<file path="src/rtl/tdm_demux.sv">
// Receive side of a 4:1 TDM link: slot counter, frame-lock FSM with flywheel,
// and atomic per-frame channel outputs. Optional parity check: TDM_DEMUX_PARITY_EN.
//
// state | meaning
// HUNT  | waiting for FSYNC; samples discarded, SLOT held at 0
// LOCK  | framed; each valid sample goes to shadow[SLOT], slot 3 completes a frame
module tdm_demux #(
    parameter int W          = 8,
    parameter int MISS_LIMIT = 2
) (
    input  logic         CLK,
    input  logic         RST_N,
    input  logic [W-1:0] DIN,
    input  logic         DIN_VALID,
    input  logic         FSYNC,
`ifdef TDM_DEMUX_PARITY_EN
    input  logic         DIN_PAR,
    output logic         PAR_ERR,
`endif
    output logic [W-1:0] Y0,
    output logic [W-1:0] Y1,
    output logic [W-1:0] Y2,
    output logic [W-1:0] Y3,
    output logic         Y_VALID,
    output logic         LOCKED,
    output logic [1:0]   SLOT,
    output logic         FRAME_ERR
);

    typedef enum logic {HUNT = 1'b0, LOCK = 1'b1} state_t;

    localparam logic [2:0] MISS_MAX = 3'(MISS_LIMIT);

    state_t       state_q, state_d;
    logic [1:0]   slot_q, slot_d;
    logic [2:0]   miss_q, miss_d;
    logic [2:0]   miss_inc;
    logic [W-1:0] sh0_q, sh0_d, sh1_q, sh1_d, sh2_q, sh2_d;
    logic [W-1:0] y0_d, y1_d, y2_d, y3_d;
    logic         y_valid_d, frame_err_d;
    logic         complete;
    logic         frame_bad;

    assign miss_inc = miss_q + 3'd1;
    assign complete = DIN_VALID && (state_q == LOCK) && (slot_q == 2'd3) && !FSYNC;

    always_ff @(posedge CLK) begin
        if (!RST_N) begin
            state_q   <= HUNT;
            slot_q    <= 2'd0;
            miss_q    <= 3'd0;
            sh0_q     <= '0;
            sh1_q     <= '0;
            sh2_q     <= '0;
            Y0        <= '0;
            Y1        <= '0;
            Y2        <= '0;
            Y3        <= '0;
            Y_VALID   <= 1'b0;
            FRAME_ERR <= 1'b0;
        end else begin
            state_q   <= state_d;
            slot_q    <= slot_d;
            miss_q    <= miss_d;
            sh0_q     <= sh0_d;
            sh1_q     <= sh1_d;
            sh2_q     <= sh2_d;
            Y0        <= y0_d;
            Y1        <= y1_d;
            Y2        <= y2_d;
            Y3        <= y3_d;
            Y_VALID   <= y_valid_d;
            FRAME_ERR <= frame_err_d;
        end
    end

    always_comb begin
        state_d     = state_q;
        slot_d      = slot_q;
        miss_d      = miss_q;
        sh0_d       = sh0_q;
        sh1_d       = sh1_q;
        sh2_d       = sh2_q;
        y0_d        = Y0;
        y1_d        = Y1;
        y2_d        = Y2;
        y3_d        = Y3;
        y_valid_d   = 1'b0;
        frame_err_d = 1'b0;
        if (DIN_VALID) begin
            if (state_q == HUNT) begin
                if (FSYNC) begin
                    sh0_d   = DIN;
                    slot_d  = 2'd1;
                    miss_d  = 3'd0;
                    state_d = LOCK;
                end
            end else if (slot_q == 2'd0) begin
                if (!FSYNC && miss_inc == MISS_MAX) begin
                    // Too many missing syncs: drop this sample and re-hunt.
                    state_d = HUNT;
                    slot_d  = 2'd0;
                    miss_d  = 3'd0;
                end else begin
                    sh0_d  = DIN;
                    slot_d = 2'd1;
                    miss_d = FSYNC ? 3'd0 : miss_inc;
                end
            end else if (FSYNC) begin
                frame_err_d = 1'b1;
                sh0_d       = DIN;
                slot_d      = 2'd1;
                miss_d      = 3'd0;
            end else begin
                slot_d = slot_q + 2'd1;
                if (slot_q == 2'd1) sh1_d = DIN;
                if (slot_q == 2'd2) sh2_d = DIN;
                if (complete && !frame_bad) begin
                    y0_d      = sh0_q;
                    y1_d      = sh1_q;
                    y2_d      = sh2_q;
                    y3_d      = DIN;
                    y_valid_d = 1'b1;
                end
            end
        end
    end

    assign LOCKED = (state_q == LOCK);
    assign SLOT   = slot_q;

`ifdef TDM_DEMUX_PARITY_EN
    logic sample_bad;
    logic par_flag_q, par_flag_d;

    assign sample_bad = (^DIN) ^ DIN_PAR;
    assign frame_bad  = par_flag_q | sample_bad;

    // Slot 0 starts a new frame's flag; slots 1..2 accumulate; anything else clears.
    always_comb begin
        par_flag_d = par_flag_q;
        if (DIN_VALID) begin
            if (slot_d == 2'd1)
                par_flag_d = sample_bad;
            else if (state_d == LOCK && slot_d != 2'd0)
                par_flag_d = par_flag_q | sample_bad;
            else
                par_flag_d = 1'b0;
        end
    end

    always_ff @(posedge CLK) begin
        if (!RST_N) begin
            par_flag_q <= 1'b0;
            PAR_ERR    <= 1'b0;
        end else begin
            par_flag_q <= par_flag_d;
            PAR_ERR    <= complete & frame_bad;
        end
    end
`else
    assign frame_bad = 1'b0;
`endif

endmodule

</file>
<file path="config.mk">
export PLATFORM = sky130hd
export DESIGN_NAME = tdm_demux
export DESIGN_NICKNAME = d
export VERILOG_FILES = /design/src/rtl/tdm_demux.sv
export SDC_FILE = /design/constraint.sdc
export NUM_CORES = 1
export LEC_CHECK = 0
export CAP_MARGIN = 20
export CORE_ASPECT_RATIO = 2
export CORE_MARGIN = 8
export CORE_UTILIZATION = 45
export DETAILED_ROUTE_END_ITERATION = 16
export HOLD_SLACK_MARGIN = 0.15
export PLACE_DENSITY = 0.79
export SKIP_CTS_REPAIR_TIMING = 1
export SYNTH_ARGS = -nofsm -noshare
export SYNTH_HDL_FRONTEND = slang
export SYNTH_SLANG_ARGS = --single-unit
</file>
<file path="constraint.sdc">
create_clock -name CLK -period 2.9 [get_ports CLK]
set_clock_uncertainty 0.15 [all_clocks]
set_input_delay 0.725 -clock CLK [delete_from_list [all_inputs] [get_ports CLK]]
set_output_delay 0.725 -clock CLK [all_outputs]
set_load 0.02 [all_outputs]
</file>
---- Word level (Yosys, flattened, before mapping) ----
Cells that the tools add are included.
storage, ports and cells
  bits in registers ....................... 64
  output and inout port bits .............. 37
  word-level logic and storage cells ...... 57
cells by class
  reduce and logical (&&, ||, !) cells .... 14
  bitwise operators ....................... 5
  multiplexer cells ....................... 19
  eq/ne operators ......................... 5
  add/subtract/negate cells ............... 2
operator list
  kind                                            number
  two-way mux 8 bit                               4
  two-way mux 3 bit                               5
  AND reduction 5 bit                             3
  two-way mux 2 bit                               4
  two-way mux 1 bit                               6
  inverter 1 bit                                  5
  OR reduction 5 bit                              1
  == test 2 bit (second input constant)           2
  logical AND 1 bit                               4
  AND reduction 2 bit                             2
  OR reduction 4 bit                              1
  adder 3 x 1 -> 3 bit (second input constant)    1
  == test 3 x 2 -> 1 bit (second input constant)  1
  inequality test 3 bit (second input constant)   1
  adder 2 x 1 -> 2 bit (second input constant)    1
  == test 2 x 1 -> 1 bit (second input constant)  1
  logical NOT 2 bit                               1
  nonzero test 2 bit                              1
  logical NOT 1 bit                               1

---- Depth between registers and ports, before layout ----
Gate-level depths: netlist (run 1).
  depth after elaboration ................. 6
  gate-level depth with buffers ........... 8

---- Least setup slack after synthesis (run 1) ----
Ideal clock, no wire load.
  kind .................................... register to register
  start ................................... register slot_q[0] (netlist: SLOT[0])
  end ..................................... register Y2[5]
  required time ........................... 2.680 ns
  clock period less this slack ............ 1.914 ns
  path slack .............................. 0.986 ns
  buffers on the path ..................... 2
  data arrival time ....................... 1.694 ns
  cell stages (with the launch flop) ...... 9
  path through ............................ dfxtp_1 -> inv_1 -> ha_1 -> and4bb_1 -> and2_1 -> buf_4 -> buf_6 -> nand2_1 -> a21boi_1
on the way
  cells in the longest elaborated chain, start to end .. 4
  elaborated cells on any way between the ends .. 6
  classes of those cells .................. 1 x eq/ne; 1 x bitwise; 4 x reduce/logical
ends and longest elaborated chain
  element                                 RTL line  source
  start: declaration                      35        logic [1:0] slot_q, slot_d;
  start signal: assignment                63        slot_q <= slot_d;
  == test 2 bit                           45        assign complete = DIN_VALID && (state_q == LOCK) && (slot_q == 2'd3) && !FSYNC;
  logical AND 1 bit (2 in series)         45
  AND reduction 5 bit (no source line) *  -
  end signal: assignment                  70        Y2 <= y2_d;
  end: declaration                        22        output logic [W-1:0] Y2,
Mark *: on every way between the ends. The rest lies on a longest branch, timed or not.
A chain may end at the register's enable or synchronous reset.

---- Worst setup path after layout (run 1) ----
  start ................................... register state_q (netlist: LOCKED)
  end ..................................... output port LOCKED
RTL lines
  element                   RTL line  source
  start: declaration        34        state_t state_q, state_d;
  start signal: assignment  62        state_q <= state_d;
  end: declaration          25        output logic LOCKED,
No word-level cell between the ends.

==> out/metrics.yaml, run 1 <==
slew_viol_final: 0
max-vdd-ir-drop_mv: 0.514
timing.max_cap.violations: 0
syn_area_per_cell_sq_um: 8.64
drive_gt1_frac: 0.0725
iter_0_drt_violations: 119
gp_congestion: 0.759
synth.top_cells.by_count: "94 x nand2_1, 64 x dfxtp_1, 38 x a21boi_1"
clk_pin_slew_ns: 0.05
cts.path.max_buffers: 2
port-buffer-count: 48
critical_path_peak_fanout: 11
synth_enable_flop_cells: 0
hold-path-cell-count: 2
worst-path-stages: 1
synthToLayoutAreaGrowth_pct: 29.8
post-synth-top-area-fraction: 0.496
post_drt_via_cell_ratio: 5.27
cp_slowest_stage_delay_ns: 0.68
die_y_um: 123
cp_num_buf_inv: 1
dpl_wire_length_um: 4010
postSynth.topFlopCell: "dfxtp_1"
clkSinkCount: 64
area.sequential_sq_um: 1280
multi_input_comb_area_sq_um: 1150
grt_usage: 0.143
num_antenna_cells: 0
finalSetupViolations: 0
cell_type_group_with_the_largest_total_delay_on_the_critical_path: "buffers and inverters"
crit_path_top_delay_cell: "clkdlybuf4s50_1"
finalHoldViolations: 0
coreArea_sq_um: 5610
worst_skew_pair.late_latency_ns: 0.32
yosys.cell_count.top_type: "nand2_1"
die_w_um: 69.6
floorplan.initialDensity: 0.460
die_area_sq_um: 8570
timing.critical_path.arrival_ns: 1.53
yosysSeqAreaShare: 0.496
gr-total-overflow: 0
worstSetupEndpointType: "output port"
routed_len_inst_um: 14.5
synth_largest_area_cell: "dfxtp_1"
timing.critical_path.cells: "clkdlybuf4s50_1"
synth.cell_area_sq_um: 2580
post_synth_inst_count: 299
cp_data_required_time_ns: 2.03
ys_seq_elements: 64
static-leakage-power_nw: 1.23
hold_path.class: "flop to flop"
clockRootBuffer: "clkbuf_16"
initial_antenna_violation_count: 0
fmax_ghz: 0.416
ios: 49
relSlewSlack: 0.613
asyncSetResetFlopFracSynth: 0
power.total_mw: 2.07
detailroute.via_count: 2141
post-route-drc-count: 0
reg2reg_depth: 7
h-tree-depth: 3
fill_cells: 495
firstDrtPassIters: 4
worst_pin_slew_ns: 0.580
power_density_nw_per_um2: 616
clock_buffers_created_by_tritoncts: 9
post_place_worst_slack_ns: 0.344
design.final.nets: 359
postRouteWirelength_um: 5890
postLayoutSetupSlackWorst_ns: 0.498
synth-warning-count: 0
post_synth_num_cell_types: 29
finalSetupTns_ns: 0
global_route_wire_length_before_repair_um: 9980
cp-start-kind: "flop"
grt_max_degree: 73
run_status: "completed"
timing_worst_setup_path_type: "flop to output port"
layout_worst_path_cycle_share: 0.828
antenna_violating_nets_post_route: 0
std_cell_rows: 39
first_global_vias: 2134
netlist_top_cells_area: "dfxtp_1 50%, nand2_1 14%, a21boi_1 11%"
grt_setup_unrepaired: "false"
shortest_clock_period_the_worst_path_allows_after_layout_ns: 2.40
tritoncts_clock_tree: "done"
synthesis.nets: 317
-- state kept, by name (all words and copies together) (netlist names), 3 cells and up --
name,count
Y0,8
Y1,8
sh2_q,8
Y3,8
sh1_q,8
miss_q,3
sh0_q,8
Y2,8
-- where the power goes --
group	internal (mW)	switching (mW)	total, mW
sequential	0.891	0.00873	0.900
clock	0.726	0.349	1.08
combinational	0.0416	0.0496	0.0912
total	1.66	0.408	2.07
-- final cells by class --
type | count | share of cell area
repair buffers | 54 | 0.155
inverters | 4 | 0.00448
multi-input cells | 208 | 0.344
flip-flops and latches | 64 | 0.382
well taps | 61 | 0.0228
clock buffers | 12 | 0.0795
clock inverters | 3 | 0.0119
-- stage by stage --
step	instance area, sq um	hold slack, ns	utilization	cells
floorplan	2580	0.281	-	299
global placement	3050	0.287	0.543	391
global route	3350	0.318	0.598	406
finish	3350	0.299	0.598	406
detailed placement	3050	0.294	0.543	391
CTS	3350	0.301	0.598	406
-- cell usage in the layout, fill, tap and decap left out, drive strengths merged --
cell	n
a22oi	1
o21ai	11
and3	3
clkbuf	12
o21bai	1
and4bb	1
a21boi	49
bufinv	1
a21oi	2
dfxtp	64
ha	6
nor3	1
nand2	96
nand3	24
clkdlybuf4s50	47
o22ai	1
xor2	2
and2	2
inv	4
nand4b	1
nor2b	1
clkinv	2
buf	7
a311o	2
nor2	2
o211ai	1
a21o	1
-- cells by family after synthesis --
| logic type | Yosys count | share of synthesized area |
|---|---|---|
| AOI/OAI and AO/OA | 69 | 0.191 |
| xor gates and xnor gates | 2 | 0.00678 |
| adders and majority gates | 6 | 0.0291 |
| buffers and inverters | 27 | 0.0572 |
| DFF | 64 | 0.496 |
| and+or+nand+nor | 131 | 0.219 |
-- layer usage --
metal  share of wire  vias up  wire length (um)  global-route usage
met3           0.055       10               322              0.0570
met2            0.51       58              3000               0.246
met5               0        -                 0                   0
met4           0.020        0               116              0.0658
li1                -     1075                 -                   -
met1            0.42      998              2460               0.149
-- path summary, 6_finish.rpt --
| kind | startpoint | to | slack (ns) |
|---|---|---|---|
| worst max-delay path | LOCKED | LOCKED | 0.50 |
| worst min-delay path | Y0[0] | Y0[0] | 0.30 |
| worst max register to register | SLOT[0] | Y2[3] | 0.75 |
| worst min register to register | Y0[0] | Y0[0] | 0.30 |
No activity file was read; power rests on OpenSTA's default activity.
==> run 2: changes to the inputs <==
--- a/config.mk
+++ b/config.mk
@@ -11,7 +11,7 @@
 export CORE_UTILIZATION = 45
 export DETAILED_ROUTE_END_ITERATION = 16
 export HOLD_SLACK_MARGIN = 0.15
-export PLACE_DENSITY = 0.79
+export PLACE_DENSITY = 0.81
 export SKIP_CTS_REPAIR_TIMING = 1
 export SYNTH_ARGS = -nofsm -noshare
 export SYNTH_HDL_FRONTEND = slang
==> constraint.sdc (replaced) <==
create_clock -name CLK -period 2 [get_ports CLK]
set_clock_uncertainty 0.15 [all_clocks]
set_input_delay 0.5 -clock CLK [delete_from_list [all_inputs] [get_ports CLK]]
set_output_delay 0.5 -clock CLK [all_outputs]
set_load 0.02 [all_outputs]
==> run 2 against run 1 <==
  * Non-clock buffer count is 7 higher
  * Cell area grew 2.8%
  * Final cell count grew 1.7%
  * Worst hold slack hardly changed
  * Sequential cell count did not move
  * Worst setup slack worse by 0.45 ns
  * Total power up 46%
  * Sequential share of layout area down 0.98 points
  * Via count rose by 1.4%
  * Largest cell class unchanged
==> out/metrics.yaml, run 2 (synthesis results as in run 1) <==
clockRootBuffer: "clkbuf_16"
numPlacedInstances: 398
post-route-util: 0.614
antenna_violating_nets_post_route: 0
worst_pin_slew_ns: 0.392
die_area_sq_um: 8570
design.final.nets: 366
worstSetupEndpointType: "output port"
clk_pin_slew_ns: 0.05
die_w_um: 69.6
switchingPower_uw: 603
layout_worst_path_cycle_share: 0.976
fill_cells: 466
synthToLayoutAreaGrowth_pct: 33.5
shortest_clock_period_the_worst_path_allows_after_layout_ns: 1.95
static-leakage-power_nw: 1.31
run_status: "completed"
finalHoldViolations: 0
power_report.internal_total_mw: 2.42
post_place_worst_slack_ns: -0.165
timing.critical_path.arrival_ns: 1.30
ios: 49
fmax_ghz: 0.512
std_cell_rows: 39
timing.critical_path.cells: "clkdlybuf4s50_1"
iter_0_drt_violations: 100
timing.max_cap.violations: 0
postLayoutSetupSlackWorst_ns: 0.0481
slew_viol_final: 0
coreArea_sq_um: 5610
dpl_wire_length_um: 4110
tritoncts_clock_tree: "done"
pwr-share-clk: 0.519
worst_skew_pair.late_latency_ns: 0.32
post-route-drc-count: 0
firstDrtPassIters: 4
power_density_nw_per_um2: 876
layout.cells.most_common_list: "94 x nand2_1, 62 x dfxtp_1, 45 x clkdlybuf4s50_1"
grt_setup_unrepaired: "false"
combPwrFrac: 0.050
post_layout_nonfiller_instances: 413
critical_path_peak_fanout: 2
grt_usage: 0.145
seqPwrFrac: 0.431
grt_max_degree: 48
net_sw_frac: 0.200
cell_type_group_with_the_largest_total_delay_on_the_critical_path: "buffers and inverters"
detailroute.via_count: 2172
drive_gt1_frac: 0.102
die_y_um: 123
clock_buffers_created_by_tritoncts: 9
gp_congestion: 0.763
commonest_non_fill_non_tap_cell_in_the_layout: "nand2_1"
power.total_mw: 3.02
whs_ns: 0.299
first_global_vias: 2243
cp_slowest_stage_delay_ns: 0.62
post_drt_via_cell_ratio: 5.26
port-buffer-count: 48
max-vdd-ir-drop_mv: 0.848
cts.path.max_buffers: 2
gr-total-overflow: 0
timing_worst_setup_path_type: "flop to output port"
num_antenna_cells: 0
postRouteWirelength_um: 5990
finalSetupViolations: 0
cp-start-kind: "flop"
hold_path.class: "flop to flop"
floorplan.initialDensity: 0.460
clkSinkCount: 64
routed_len_inst_um: 14.5
h-tree-depth: 3
cp_data_required_time_ns: 1.35
global_route_wire_length_before_repair_um: 10100
initial_antenna_violation_count: 0
relSlewSlack: 0.739
cp_num_buf_inv: 1
crit_path_top_delay_cell: "clkdlybuf4s50_1"
[run 2: power groups by stage]
stage          Combinational [mW]  Clock [mW]  Sequential, mW
4_1_cts                     0.150        1.59            1.30
3_3_place_gp                0.143           0            1.33
5_1_grt                     0.163        1.65            1.30
6_report                    0.150        1.57            1.30
3_5_place_dp                0.149           0            1.33
2_1_floorplan              0.0814           0            1.33
[run 2: worst paths after layout]
kind / start / end / slack (ns) / depth (start not counted)
max: Y2[2] / Y2[2] / 0.05 / 1
min: Y1[4] / Y1[4] / 0.30 / 2
max reg2reg: SLOT[0] / sh1_q[4] / 0.12 / 6
min reg2reg: Y1[4] / Y1[4] / 0.30 / 2
[run 2: routing by layer]
metal,global-route usage,part of all wire
met2,0.237,0.49
met5,0,0
met1,0.150,0.39
met4,0.103,0.036
met3,0.0562,0.074
[run 2: per-stage QoR]
stage	area, sq um	TNS, ns
after global routing	3450	0
after CTS	3430	-0.0641
final	3450	0
after detailed placement	3120	-5.61
after global placement	3120	-1.74
after floorplan	2580	0
[run 2: cell type report]
type,count,area (sq um),share of cell area
sequential,64,1280,0.372
tap,61,76.3,0.0221
clock buffer,12,267,0.0773
timing repair buffer,61,611,0.177
clock inverter,3,40.0,0.0116
multi-input combinational,208,1160,0.335
inverter,4,15.0,0.00435
